$ cat src/rtl/rom_sequencer_if.sv
// ---------------------------------------------------------------------------
// rom_sequencer_if
//   Bundles the control, ROM and sample-output signals of rom_sequencer.
//
//   Signals
//     run         playback enable (1 = play, 0 = return to IDLE)
//     mode        0 = hold active channel, 1 = auto round-robin
//     ch_en[3:0]  per-channel enable, bit i enables channel i
//     rom_data0..3  synchronous ROM read data, valid one cycle after rom_addr
//     rom_addr    shared ROM address
//     active_ch   channel currently addressed
//     data_out    last sample of the played channel
//     data_valid  one-cycle strobe per new data_out sample
//     ch_done     one-cycle pulse on the last address of a channel
//
//   Modports
//     master  controller / ROM side (drives run, mode, ch_en, rom_data*)
//     slave   sequencer side (drives rom_addr, active_ch, data_out, ...)
// ---------------------------------------------------------------------------
interface rom_sequencer_if;
  logic       run;
  logic       mode;
  logic [3:0] ch_en;
  logic [7:0] rom_data0;
  logic [7:0] rom_data1;
  logic [7:0] rom_data2;
  logic [7:0] rom_data3;
  logic [7:0] rom_addr;
  logic [1:0] active_ch;
  logic [7:0] data_out;
  logic       data_valid;
  logic       ch_done;

  modport master (
    output run, mode, ch_en, rom_data0, rom_data1, rom_data2, rom_data3,
    input  rom_addr, active_ch, data_out, data_valid, ch_done
  );

  modport slave (
    input  run, mode, ch_en, rom_data0, rom_data1, rom_data2, rom_data3,
    output rom_addr, active_ch, data_out, data_valid, ch_done
  );
endinterface

$ cat src/rtl/rom_sequencer.sv
// ---------------------------------------------------------------------------
// rom_sequencer
//   Plays back four sample ROMs of lengths LEN0..LEN3 through one shared
//   address bus. In PLAY the address advances one step at a time; at the
//   last address of the active channel it wraps to 0, pulses ch_done and
//   picks the next channel from a fresh snapshot of ch_en (round-robin when
//   mode=1, hold when mode=0). Samples come back two cycles after their
//   address step with a one-cycle data_valid strobe.
//
//   Ports
//     clk    rising-edge clock
//     rst_n  synchronous active-low reset
//     bus    rom_sequencer_if.slave (run, mode, ch_en, rom_data0..3 in;
//            rom_addr, active_ch, data_out, data_valid, ch_done out)
//
//   Parameters
//     LEN0..LEN3  samples per channel ROM (1..256)
//     DIV         pacer divide ratio (2..16), used only with the pacer
//
//   Configuration
//     ROM_SEQUENCER_PACER_EN  when defined, a 4-bit pacer restricts address
//                             steps to one every DIV cycles; otherwise the
//                             address steps every PLAY cycle.
// ---------------------------------------------------------------------------
module rom_sequencer #(
  parameter int unsigned LEN0 = 132,
  parameter int unsigned LEN1 = 121,
  parameter int unsigned LEN2 = 88,
  parameter int unsigned LEN3 = 55,
  parameter int unsigned DIV  = 11
) (
  input  logic           clk,
  input  logic           rst_n,
  rom_sequencer_if.slave bus
);

  // Elaboration-time parameter sanity checks.
  if (DIV < 2 || DIV > 16) begin : g_bad_div
    $error("rom_sequencer: DIV must lie in 2..16");
  end
  if (LEN0 < 1 || LEN0 > 256 || LEN1 < 1 || LEN1 > 256 ||
      LEN2 < 1 || LEN2 > 256 || LEN3 < 1 || LEN3 > 256) begin : g_bad_len
    $error("rom_sequencer: LEN0..LEN3 must lie in 1..256");
  end

  typedef enum logic {
    IDLE = 1'b0,
    PLAY = 1'b1
  } state_e;

  state_e     state_q, state_d;
  logic [7:0] addr_q, addr_d;
  logic [1:0] ch_q, ch_d;
  logic [3:0] en_lat_q, en_lat_d;
  logic       done_q, done_d;
  // Issue stage: remembers that an address was stepped and for which channel,
  // so the ROM word arriving next cycle can be captured.
  logic       iss_vld_q, iss_vld_d;
  logic [1:0] iss_ch_q, iss_ch_d;
  logic [7:0] dout_q, dout_d;
  logic       dvld_q, dvld_d;

  logic       step;       // address steps at the end of this cycle
  logic       step_next;  // address will step at the end of the next cycle

  // Last address of a channel.
  function automatic logic [7:0] last_addr(input logic [1:0] ch);
    logic [7:0] last;
    unique case (ch)
      2'd0:    last = 8'(LEN0 - 1);
      2'd1:    last = 8'(LEN1 - 1);
      2'd2:    last = 8'(LEN2 - 1);
      default: last = 8'(LEN3 - 1);
    endcase
    return last;
  endfunction

  // Lowest set bit of a non-zero enable mask.
  function automatic logic [1:0] lowest_set(input logic [3:0] en);
    logic [1:0] idx;
    if      (en[0]) idx = 2'd0;
    else if (en[1]) idx = 2'd1;
    else if (en[2]) idx = 2'd2;
    else            idx = 2'd3;
    return idx;
  endfunction

  // Next set bit strictly above cur, wrapping modulo 4; cur if none.
  function automatic logic [1:0] next_after(input logic [1:0] cur,
                                            input logic [3:0] en);
    logic [1:0] pick;
    logic [1:0] idx;
    logic       found;
    pick  = cur;
    found = 1'b0;
    for (int k = 1; k < 4; k++) begin
      idx = cur + 2'(k);
      if (!found && en[idx]) begin
        pick  = idx;
        found = 1'b1;
      end
    end
    return pick;
  endfunction

`ifdef ROM_SEQUENCER_PACER_EN
  localparam logic [3:0] CNT_LAST = 4'(DIV - 1);

  logic [3:0] cnt_q, cnt_d;

  // Counter runs only while staying in PLAY; any entry into PLAY starts at 0.
  always_comb begin
    cnt_d = 4'd0;
    if (state_q == PLAY && state_d == PLAY) begin
      cnt_d = (cnt_q == CNT_LAST) ? 4'd0 : cnt_q + 4'd1;
    end
  end

  assign step      = (state_q == PLAY) && (cnt_q == CNT_LAST);
  assign step_next = (cnt_d == CNT_LAST);

  always_ff @(posedge clk) begin
    if (!rst_n) cnt_q <= 4'd0;
    else        cnt_q <= cnt_d;
  end
`else
  assign step      = (state_q == PLAY);
  assign step_next = 1'b1;
`endif

  // NOTE: every signal assigned in this block gets a default first, so no
  // path leaves one unassigned and no latch is inferred.
  always_comb begin
    state_d   = state_q;
    addr_d    = addr_q;
    ch_d      = ch_q;
    en_lat_d  = en_lat_q;
    iss_vld_d = 1'b0;
    iss_ch_d  = ch_q;
    dout_d    = dout_q;
    dvld_d    = 1'b0;

    unique case (state_q)
      IDLE: begin
        if (bus.run && bus.ch_en != 4'd0) begin
          state_d  = PLAY;
          en_lat_d = bus.ch_en;
          ch_d     = lowest_set(bus.ch_en);
          addr_d   = 8'd0;
        end
      end
      PLAY: begin
        if (!bus.run) begin
          state_d = IDLE;
        end else if (step) begin
          iss_vld_d = 1'b1;
          iss_ch_d  = ch_q;
          if (addr_q == last_addr(ch_q)) begin
            // Wrap: the enable snapshot is refreshed only here, so ch_en
            // and mode changes mid-channel have no effect until now.
            addr_d   = 8'd0;
            en_lat_d = bus.ch_en;
            if (en_lat_d == 4'd0)   state_d = IDLE;
            else if (bus.mode)      ch_d = next_after(ch_q, en_lat_d);
            else if (!en_lat_d[ch_q]) ch_d = lowest_set(en_lat_d);
          end else begin
            addr_d = addr_q + 8'd1;
          end
        end
      end
      default: state_d = IDLE;
    endcase

    // ROM word for the address stepped last cycle is on rom_data now.
    if (iss_vld_q) begin
      dvld_d = 1'b1;
      unique case (iss_ch_q)
        2'd0:    dout_d = bus.rom_data0;
        2'd1:    dout_d = bus.rom_data1;
        2'd2:    dout_d = bus.rom_data2;
        default: dout_d = bus.rom_data3;
      endcase
    end

    // Leaving or staying in IDLE clears the outputs and drops in-flight
    // samples, so no data_valid ever appears outside PLAY.
    if (state_d == IDLE) begin
      addr_d    = 8'd0;
      iss_vld_d = 1'b0;
      dout_d    = 8'd0;
      dvld_d    = 1'b0;
    end

    // ch_done is registered: raise it for the cycle whose address is the
    // channel's last one and which is also a step cycle.
    done_d = (state_d == PLAY) && step_next && (addr_d == last_addr(ch_d));
  end

  // NOTE: state registers use non-blocking assignments so every register
  // samples the pre-edge values of its neighbours.
  always_ff @(posedge clk) begin
    if (!rst_n) begin
      state_q   <= IDLE;
      addr_q    <= 8'd0;
      ch_q      <= 2'd0;
      en_lat_q  <= 4'd0;
      done_q    <= 1'b0;
      iss_vld_q <= 1'b0;
      iss_ch_q  <= 2'd0;
      dout_q    <= 8'd0;
      dvld_q    <= 1'b0;
    end else begin
      state_q   <= state_d;
      addr_q    <= addr_d;
      ch_q      <= ch_d;
      en_lat_q  <= en_lat_d;
      done_q    <= done_d;
      iss_vld_q <= iss_vld_d;
      iss_ch_q  <= iss_ch_d;
      dout_q    <= dout_d;
      dvld_q    <= dvld_d;
    end
  end

  assign bus.rom_addr   = addr_q;
  assign bus.active_ch  = ch_q;
  assign bus.data_out   = dout_q;
  assign bus.data_valid = dvld_q;
  assign bus.ch_done    = done_q;

endmodule
$ cat src/flat_wrapper.sv
// flat-port wrapper written by rule: the top's interface ports become plain ports
module rom_sequencer_flat 
#(
  parameter int unsigned LEN0 = 132,
  parameter int unsigned LEN1 = 121,
  parameter int unsigned LEN2 = 88,
  parameter int unsigned LEN3 = 55,
  parameter int unsigned DIV  = 11
)
  (clk, rst_n, bus_run, bus_mode, bus_ch_en, bus_rom_data0, bus_rom_data1, bus_rom_data2, bus_rom_data3, bus_rom_addr, bus_active_ch, bus_data_out, bus_data_valid, bus_ch_done);
  rom_sequencer_if bus_i ();
  input  logic clk;
  input  logic rst_n;
  input wire logic [$bits(bus_i.run)-1:0] bus_run;
  input wire logic [$bits(bus_i.mode)-1:0] bus_mode;
  input wire logic [$bits(bus_i.ch_en)-1:0] bus_ch_en;
  input wire logic [$bits(bus_i.rom_data0)-1:0] bus_rom_data0;
  input wire logic [$bits(bus_i.rom_data1)-1:0] bus_rom_data1;
  input wire logic [$bits(bus_i.rom_data2)-1:0] bus_rom_data2;
  input wire logic [$bits(bus_i.rom_data3)-1:0] bus_rom_data3;
  output wire logic [$bits(bus_i.rom_addr)-1:0] bus_rom_addr;
  output wire logic [$bits(bus_i.active_ch)-1:0] bus_active_ch;
  output wire logic [$bits(bus_i.data_out)-1:0] bus_data_out;
  output wire logic [$bits(bus_i.data_valid)-1:0] bus_data_valid;
  output wire logic [$bits(bus_i.ch_done)-1:0] bus_ch_done;
  assign bus_i.run = bus_run;
  assign bus_i.mode = bus_mode;
  assign bus_i.ch_en = bus_ch_en;
  assign bus_i.rom_data0 = bus_rom_data0;
  assign bus_i.rom_data1 = bus_rom_data1;
  assign bus_i.rom_data2 = bus_rom_data2;
  assign bus_i.rom_data3 = bus_rom_data3;
  assign bus_rom_addr = bus_i.rom_addr;
  assign bus_active_ch = bus_i.active_ch;
  assign bus_data_out = bus_i.data_out;
  assign bus_data_valid = bus_i.data_valid;
  assign bus_ch_done = bus_i.ch_done;
  rom_sequencer #(.LEN0(LEN0), .LEN1(LEN1), .LEN2(LEN2), .LEN3(LEN3), .DIV(DIV)) u_core (.clk(clk), .rst_n(rst_n), .bus(bus_i));
endmodule
$ cat config.mk
export PLATFORM = sky130hd
export DESIGN_NAME = rom_sequencer_flat
export DESIGN_NICKNAME = d
export VERILOG_FILES = /design/src/rtl/rom_sequencer_if.sv /design/src/rtl/rom_sequencer.sv /design/src/flat_wrapper.sv
export SDC_FILE = /design/constraint.sdc
export NUM_CORES = 1
export LEC_CHECK = 0
export CAP_MARGIN = 30
export CORE_MARGIN = 3
export CORE_UTILIZATION = 40
export CTS_BUF_LIST = sky130_fd_sc_hd__clkbuf_2
export CTS_CLUSTER_DIAMETER = 40
export DETAILED_ROUTE_END_ITERATION = 12
export PLACE_DENSITY = 0.77
export SYNTH_ARGS = -nofsm -noshare
export SYNTH_HDL_FRONTEND = slang
export SYNTH_SLANG_ARGS = --single-unit
$ cat constraint.sdc
create_clock -name clk -period 3.77 [get_ports clk]
set_input_delay 1.131 -clock clk [delete_from_list [all_inputs] [get_ports clk]]
set_output_delay 1.131 -clock clk [all_outputs]
set_load 0.1 [all_outputs]
# Word level (Yosys, flattened, before mapping)
# Cells that the tools add are included.
[op_classes] n_lt_le_gt_ge=4 mux=50 bitwise=1 n_addsub=4 n_eq_ne=8 n_reduce_logical=13
[op_table] op="$pmux W8 S3" n=3
[op_table] op="$mux W8" n=6
[op_table] op="$mux W1" n=23
[op_table] op="$mux W2" n=11
[op_table] op="$eq A8 B8 Y1" n=2
[op_table] op="$pmux W8 S2" n=1
[op_table] op="$lt A2 B3 Y1 const B" n=4
[op_table] op="$add A8 B1 Y8 const B" n=1
[op_table] op="$bmux W1 S2" n=4
[op_table] op="$eq A2 B1 Y1 const B" n=3
[op_table] op="$eq A2 B2 Y1 const B" n=3
[op_table] op="$logic_not A2 Y1" n=3
[op_table] op="$add A2 B2 Y2 const B" n=2
[op_table] op="$logic_and A1 B1 Y1" n=4
[op_table] op="$logic_not A4 Y1" n=1
[op_table] op="$pmux W2 S2" n=1
[op_table] op="$reduce_bool A4 Y1" n=1
[op_table] op="$reduce_and A3 Y1" n=1
[op_table] op="$add A2 B1 Y2 const B" n=1
[op_table] op="$logic_not A1 Y1" n=2
[op_table] op="$pmux W1 S2" n=1
[op_table] op="$reduce_and A2 Y1" n=1
[op_table] op="$not A1 Y1" n=1
[totals] regBits=24 inputBits=40 output_inout_bits=20

# Depth between registers and ports, before layout
[depth] word_depth=29 ltp_mapped=15

# Worst setup path before layout
# No wires, ideal clock.
[synth_timing] kind="register to register" from="reg u_core.ch_q[0] (netlist: u_core.bus.active_ch[0])" to="reg u_core.done_q (netlist: u_core.bus.ch_done)" setup_time_ns=0.061 stages_incl_launch_ff=13 t_required_ns=3.709 slack_ns=-0.356 arrival_time_ns=4.065 period_less_slack_ns=4.126 cell_sequence="dfxtp_1 > inv_1 > ha_1 > or3b_1 > a22oi_2 > nor4b_4 > o32ai_2 > a221oi_2 > ha_1 > a31o_2 > a221o_1 > a211oi_1 > and4bb_1"
[synth_between] elab_chain_len=29
[synth_lines] item="from (decl)" line="rom_sequencer.sv:53" text="logic [1:0] ch_q, ch_d;"
[synth_lines] item="from (signal assigned)" line="rom_sequencer.sv:215" text="ch_q <= ch_d;"
[synth_lines] item="$add A2 B1 Y2" line="rom_sequencer.sv:97" text="idx = cur + 2'(k);"
[synth_lines] item="$bmux W1 S2" line="rom_sequencer.sv:98" text="if (!found && en[idx]) begin"
[synth_lines] item="$mux W1 (implied by the code)" line="rom_sequencer.sv:98"
[synth_lines] item="$mux W1" line="rom_sequencer.sv:98"
[synth_lines] item="$mux W1" line="rom_sequencer.sv:164" text="else if (bus.mode) ch_d = next_after(ch_q, en_lat_d);"
[synth_lines] item="$mux W1" line="rom_sequencer.sv:163" text="if (en_lat_d == 4'd0) state_d = IDLE;"
[synth_lines] item="$mux W1" line="rom_sequencer.sv:158" text="if (addr_q == last_addr(ch_q)) begin"
[synth_lines] item="$mux W1" line="rom_sequencer.sv:153" text="if (!bus.run) begin"
[synth_lines] item="[... 14 more ...]"
[synth_lines] item="$mux W2 (*)" line="rom_sequencer.sv:158"
[synth_lines] item="$mux W2 (*)" line="rom_sequencer.sv:153"
[synth_lines] item="$pmux W2 S2 (*)" line="rom_sequencer.sv:143" text="unique case (state_q)"
[synth_lines] item="named net u_core.ch_d[1]" line="rom_sequencer.sv:53"
[synth_lines] item="$eq A2 B2 Y1, or another cell as far along" line="rom_sequencer.sv:69" text="unique case (ch)"
[synth_lines] item="$pmux W8 S3 (*)" line="rom_sequencer.sv:69"
[synth_lines] item="$eq A8 B8 Y1 (*)" line="rom_sequencer.sv:196" text="done_d = (state_d == PLAY) && step_next && (addr_d == last_addr(ch_d));"
[synth_lines] item="$logic_and A1 B1 Y1 (*)" line="rom_sequencer.sv:196"
[synth_lines] item="to (signal assigned)" line="rom_sequencer.sv:217" text="done_q <= done_d;"
[synth_lines] item="to (decl)" line="rom_sequencer.sv:55" text="logic done_q, done_d;"
# The timed path passes the listed nets; every way through them passes the cells marked *. The select of a mux whose other input is x is not followed.
# A chain may end at the register's enable or synchronous reset.

# Worst setup path after layout
[layout_timing] from="in bus_ch_en[0]" to="reg u_core.done_q (netlist: u_core.bus.ch_done)"
[layout_between] elab_chain_len=28
[layout_lines] item="from (decl)" line="flat_wrapper.sv:16" text="input wire logic [$bits(bus_i.ch_en)-1:0] bus_ch_en;"
[layout_lines] item="$bmux W1 S2" line="rom_sequencer.sv:98"
[layout_lines] item="$mux W1 (implied by the code)" line="rom_sequencer.sv:98"
[layout_lines] item="$mux W1" line="rom_sequencer.sv:98"
[layout_lines] item="$mux W1" line="rom_sequencer.sv:164"
[layout_lines] item="$mux W1" line="rom_sequencer.sv:163"
[layout_lines] item="$mux W1" line="rom_sequencer.sv:158"
[layout_lines] item="$mux W1" line="rom_sequencer.sv:153"
[layout_lines] item="$mux W1" line="rom_sequencer.sv:143"
[layout_lines] item="[... 13 more ...]"
[layout_lines] item="$mux W2" line="rom_sequencer.sv:158"
[layout_lines] item="$mux W2" line="rom_sequencer.sv:153"
[layout_lines] item="$pmux W2 S2 (*)" line="rom_sequencer.sv:143"
[layout_lines] item="named net u_core.ch_d[0]" line="rom_sequencer.sv:53"
[layout_lines] item="$eq A2 B2 Y1, or another cell as far along" line="rom_sequencer.sv:69"
[layout_lines] item="$pmux W8 S3 (*)" line="rom_sequencer.sv:69"
[layout_lines] item="$eq A8 B8 Y1 (*)" line="rom_sequencer.sv:196"
[layout_lines] item="$logic_and A1 B1 Y1 (*)" line="rom_sequencer.sv:196"
# Marks and branches as above.

==> results by stage <==
Run status:
- The run finished with clean final reports.

Placement:
- The HPWL after detailed placement is ~3600 microns.
- In this run the tool buffered the top-level ports with 59 buffer cells.
- The worst-case setup slack after placement is -0.3656 ns.
- The congestion estimate from routability-driven global placement came to just over 0.8.

Logic synthesis:
- After Yosys synthesis, full adders, half adders and majority gates account for 6.863% of the synthesized area.
- The xor-xnor portion of the synthesized cell area is 4.412%.
- The sequential share of the synthesized area is around 27%.
- Counting flops with a built-in enable in the synthesized netlist gives 0.
- The synthesized net count is 242.
- The synthesized cell area is 1787 sq um.
- In the synthesized netlist, the number of instances is 193.
- The main combinational cell family by area after synthesis is simple AND/OR/NAND/NOR gates.
- The fraction of the mapped netlist area in compound gates is between 15 and 20%.
- The synthesized netlist devotes 21.71% of its cell area to simple gates.
- The dominant register cell in the synthesized netlist is sky130_fd_sc_hd__dfxtp_1.
- Dividing the synthesized area by the synthesized cell count gives 9.258 sq um.
- The multiplexer share of the synthesized area is 16.88%.
- Counting flops with an async set or reset pin after synthesis yields a share of 0%.
- The number of warning messages in the yosys log is 0.
- The count of cell types in the netlist is 53.
- The flip-flop and latch count after synthesis is 24.

Power and ir drop:
- Power spread over the standard cell area amounts to 248.8 nW/um^2.
- Overall power consumption after layout is estimated at 0.6526 mW.
- The leakage power summed over all cells is 1.022 nW.
- The worst voltage drop across the vdd grid is between 0.15 and 0.2 mV.

Floorplanning:
- The initial standard-cell utilization of the core is 43.12%.
- The height of the die is 72.84 microns.
- The number of core rows is 23.
- The die is approximately 73 microns wide.
- The die covers 5305 sq um.
- During I/O placement, the number of pins put on the boundary was 60.
- The area of the core is roughly 4100 sq um.

GRT:
- The number of antenna violations at the first check in global routing was 0.
- Entering global routing, the biggest net connects 19 pins.
- Summed over all layers, the global routing overflow is 0.
- The first global-routing pass estimated 7431 microns of wire.
- The number of global-route vias before repair is 1671.
- The total routing resource utilization after global routing is approximately 17%.

Clock tree:
- The CTS buffer count is 3.
- The number of hold buffers added after CTS was 0.
- The maximum buffer depth of the clock tree is 2.
- TritonCTS built the clock tree.
- In this run the number of H-tree levels came out at 1.
- The root buffer cell chosen for the clock tree is sky130_fd_sc_hd__clkbuf_2.
- The clock slew at the register clock pins of the worst setup and hold paths is 0.23 ns.
- The source-to-sink clock delay at the later pin of the worst-skew pair is around 0.35 ns.
- Clock tree synthesis found a total of 24 sinks.

STA:
- The final critical-path share of the clock period is 98.10%.
- The count of pins over their slew limit came to 0.
- Setup slack on the critical path of the routed design comes to 0.07160 ns.
- The worst-margin pin slew is 0.6474 ns.
- The clock arrives with ~0.0078 ns of skew.
- The count of final setup violators is 0.
- The total count of hold-check failures in the final report came to 0.
- The worst pin sits at a relative slew slack of 56.78%.
- The upper clock frequency limit is 270.4 MHz.
- The time the worst path needs with I/O delays and setup is between 3 and 4 ns.

Cells and area:
- Of the cells placed in the final design, the portion with a size suffix greater than 1 is 28.46%.
- The number of nets in the layout is roughly 320.
- Summing all multi-input logic gate instances after layout gives ~1300 sq um.
- The register area is 483.0 sq um.
- The repair_antennas step left the layout with diodes totalling 0.
- Compared with the post-synthesis result, the final layout area differs by 46.78%.
- The filler cell count in the final layout is 345.

Routing:
- The detailed-router iteration count before antenna repair is 4.
- For this block, the via count after detailed routing is 1727.
- Dividing the detail-routed via count by the number of cells gives 5.448.
- The number of nets with antenna violations after routing is 0.
- The number of violations reported at the end of detailed-routing iteration 0 is 95.
- For this run, design rule violations remaining after detail routing come to 0.
- Dividing the detail-routed wire length by the instance count gives 14.61 microns.
- The overall routed net length is 4630 microns.

Critical path:
- The worst endpoint data arrival time is roughly 4.0 ns.
- The setup path with the least slack is of type in -> reg.
- Data on the critical path is required at its endpoint by 4.09 ns.
- Along the worst path, the maximum fanout reaches 10.
- The kind of end point of the critical path is a flip-flop.
- STA classifies the critical path startpoint as an input port.

Run:
- The number of maximum-capacitance violations is 0.

Hold path:
- The min-delay analysis places its worst path in the category reg -> reg.
-- power by group --
part | switching (mW) | internal (mW) | total [mW] | leakage, nW
clock | 0.0794 | 0.0913 | 0.171 | 0.0266
sequential | 0.0120 | 0.259 | 0.271 | 0.195
combinational | 0.0979 | 0.113 | 0.210 | 0.801
total | 0.189 | 0.463 | 0.653 | 1.02
-- per-stage QoR --
step	cells	hold WS [ns]	instance area, sq um	setup TNS [ns]	util, %
after global routing	317	0.5599	2623	-0.03406	63.29
final	317	0.5308	2623	0	63.29
after CTS	315	0.5398	2539	0	61.26
after floorplan	193	0.6345	1789	0	-
after detailed placement	311	0.4913	2494	-0.3656	60.18
after global placement	311	0.4790	2494	-0.2883	60.18
-- cells in the final DEF (no fill, tap or decap), drive strengths merged, types with 3 or more instances in the layout --
master and count:
nand4 4, nand2 9, and2 6, xor2 3
mux2i 11, clkbuf 3, clkdlybuf4s50 36, buf 44
mux4 8, nor2 26, xnor2 6, a2111oi 3
a21oi 9, o31ai 4, o21ai 5, nor2b 5
a211oi 3, or3b 3, nor3b 3, ha 9
o32ai 3, dfxtp 24, dlymetal6s2s 3, inv 8
-- sequential cells by signal (all words and copies together) (netlist names) --
name	count
u_core.bus.active_ch	2
u_core.bus.ch_done	1
u_core.bus.data_out	8
u_core.bus.data_valid	1
u_core.bus.rom_addr	8
u_core.iss_ch_q	2
u_core.iss_vld_q	1
u_core.state_q	1
-- critical path: stages --
cell	delay, ns
sky130_fd_sc_hd__clkdlybuf4s50_1	0.41
sky130_fd_sc_hd__buf_6	0.15
sky130_fd_sc_hd__nor2_1	0.20
sky130_fd_sc_hd__a2111oi_0	0.11
sky130_fd_sc_hd__o31ai_1	0.29
sky130_fd_sc_hd__nand4_1	0.20
sky130_fd_sc_hd__o31ai_4	0.35
sky130_fd_sc_hd__ha_1	0.31
sky130_fd_sc_hd__a31o_2	0.24
sky130_fd_sc_hd__a221o_1	0.30
sky130_fd_sc_hd__a211oi_2	0.13
sky130_fd_sc_hd__and4bb_1	0.19
-- final timing paths --
| check | startpoint | end | slack [ns] | depth (start not counted) |
|---|---|---|---|---|
| max reg2reg | u_core.bus.active_ch[0] | u_core.bus.ch_done | 0.24 | 12 |
| max | bus_ch_en[0] | u_core.bus.ch_done | 0.07 | 12 |
| min reg2reg | u_core.bus.data_out[1] | u_core.bus.data_out[1] | 0.53 | 2 |
| min | u_core.bus.data_out[1] | u_core.bus.data_out[1] | 0.53 | 2 |
-- cells in the mapped netlist (all sizes together) (2+ instances only) --
library cell / number / area (sq um)
a2111oi: 3 / 26.28
a211oi: 3 / 22.52
a21o: 2 / 15.01
a21oi: 9 / 45.04
and2: 6 / 37.54
and3: 2 / 13.77
buf: 5 / 30.02
clkbuf: 8 / 33.79
dfxtp: 24 / 480.5
ha: 9 / 112.6
inv: 8 / 30.03
mux2i: 11 / 110.1
mux4: 8 / 180.2
nand2: 9 / 33.78
nand2b: 2 / 12.51
nand3b: 2 / 15.01
nand4: 4 / 25.02
nor2: 26 / 97.59
nor2b: 5 / 31.28
nor3: 2 / 10.01
nor3b: 3 / 22.52
o21ai: 5 / 28.78
o31ai: 4 / 30.03
o32ai: 3 / 33.79
or3: 2 / 12.51
or3b: 3 / 26.28
xnor2: 6 / 52.55
xor2: 3 / 26.28
-- timing repair --
| item | 4_1_cts | 5_1_grt |
|---|---|---|
| gates resized for setup | 0 | 14 |
| endpoints found under the setup margin | 0 | 1 |
| buffers inserted | 0 | 2 |
-- cell families after synthesis --
family          Yosys count
compound gates           39
simple gates             70
fa+ha+maj                10
mux                      20
flops                    24
buf+inv                  21
xor+xnor                  9
-- routing by layer --
layer	GRT usage, %	vias up	wire length [microns]
li1	-	856	-
met1	23.17	793	2074
met2	28.86	76	2173
met3	4.821	2	376
met4	1.639	0	6
met5	0	-	0
-- layout make-up --
class / count / share of cell area (%)
Inverter: 8 / 1.145
Tap cell: 50 / 2.385
Timing Repair Buffer: 83 / 27.91
Sequential cell: 24 / 18.42
Clock buffer: 3 / 0.5725
Multi-Input combinational cell: 148 / 48.43
Clock inverter: 1 / 1.145
No activity file was read; power rests on OpenSTA's default activity.
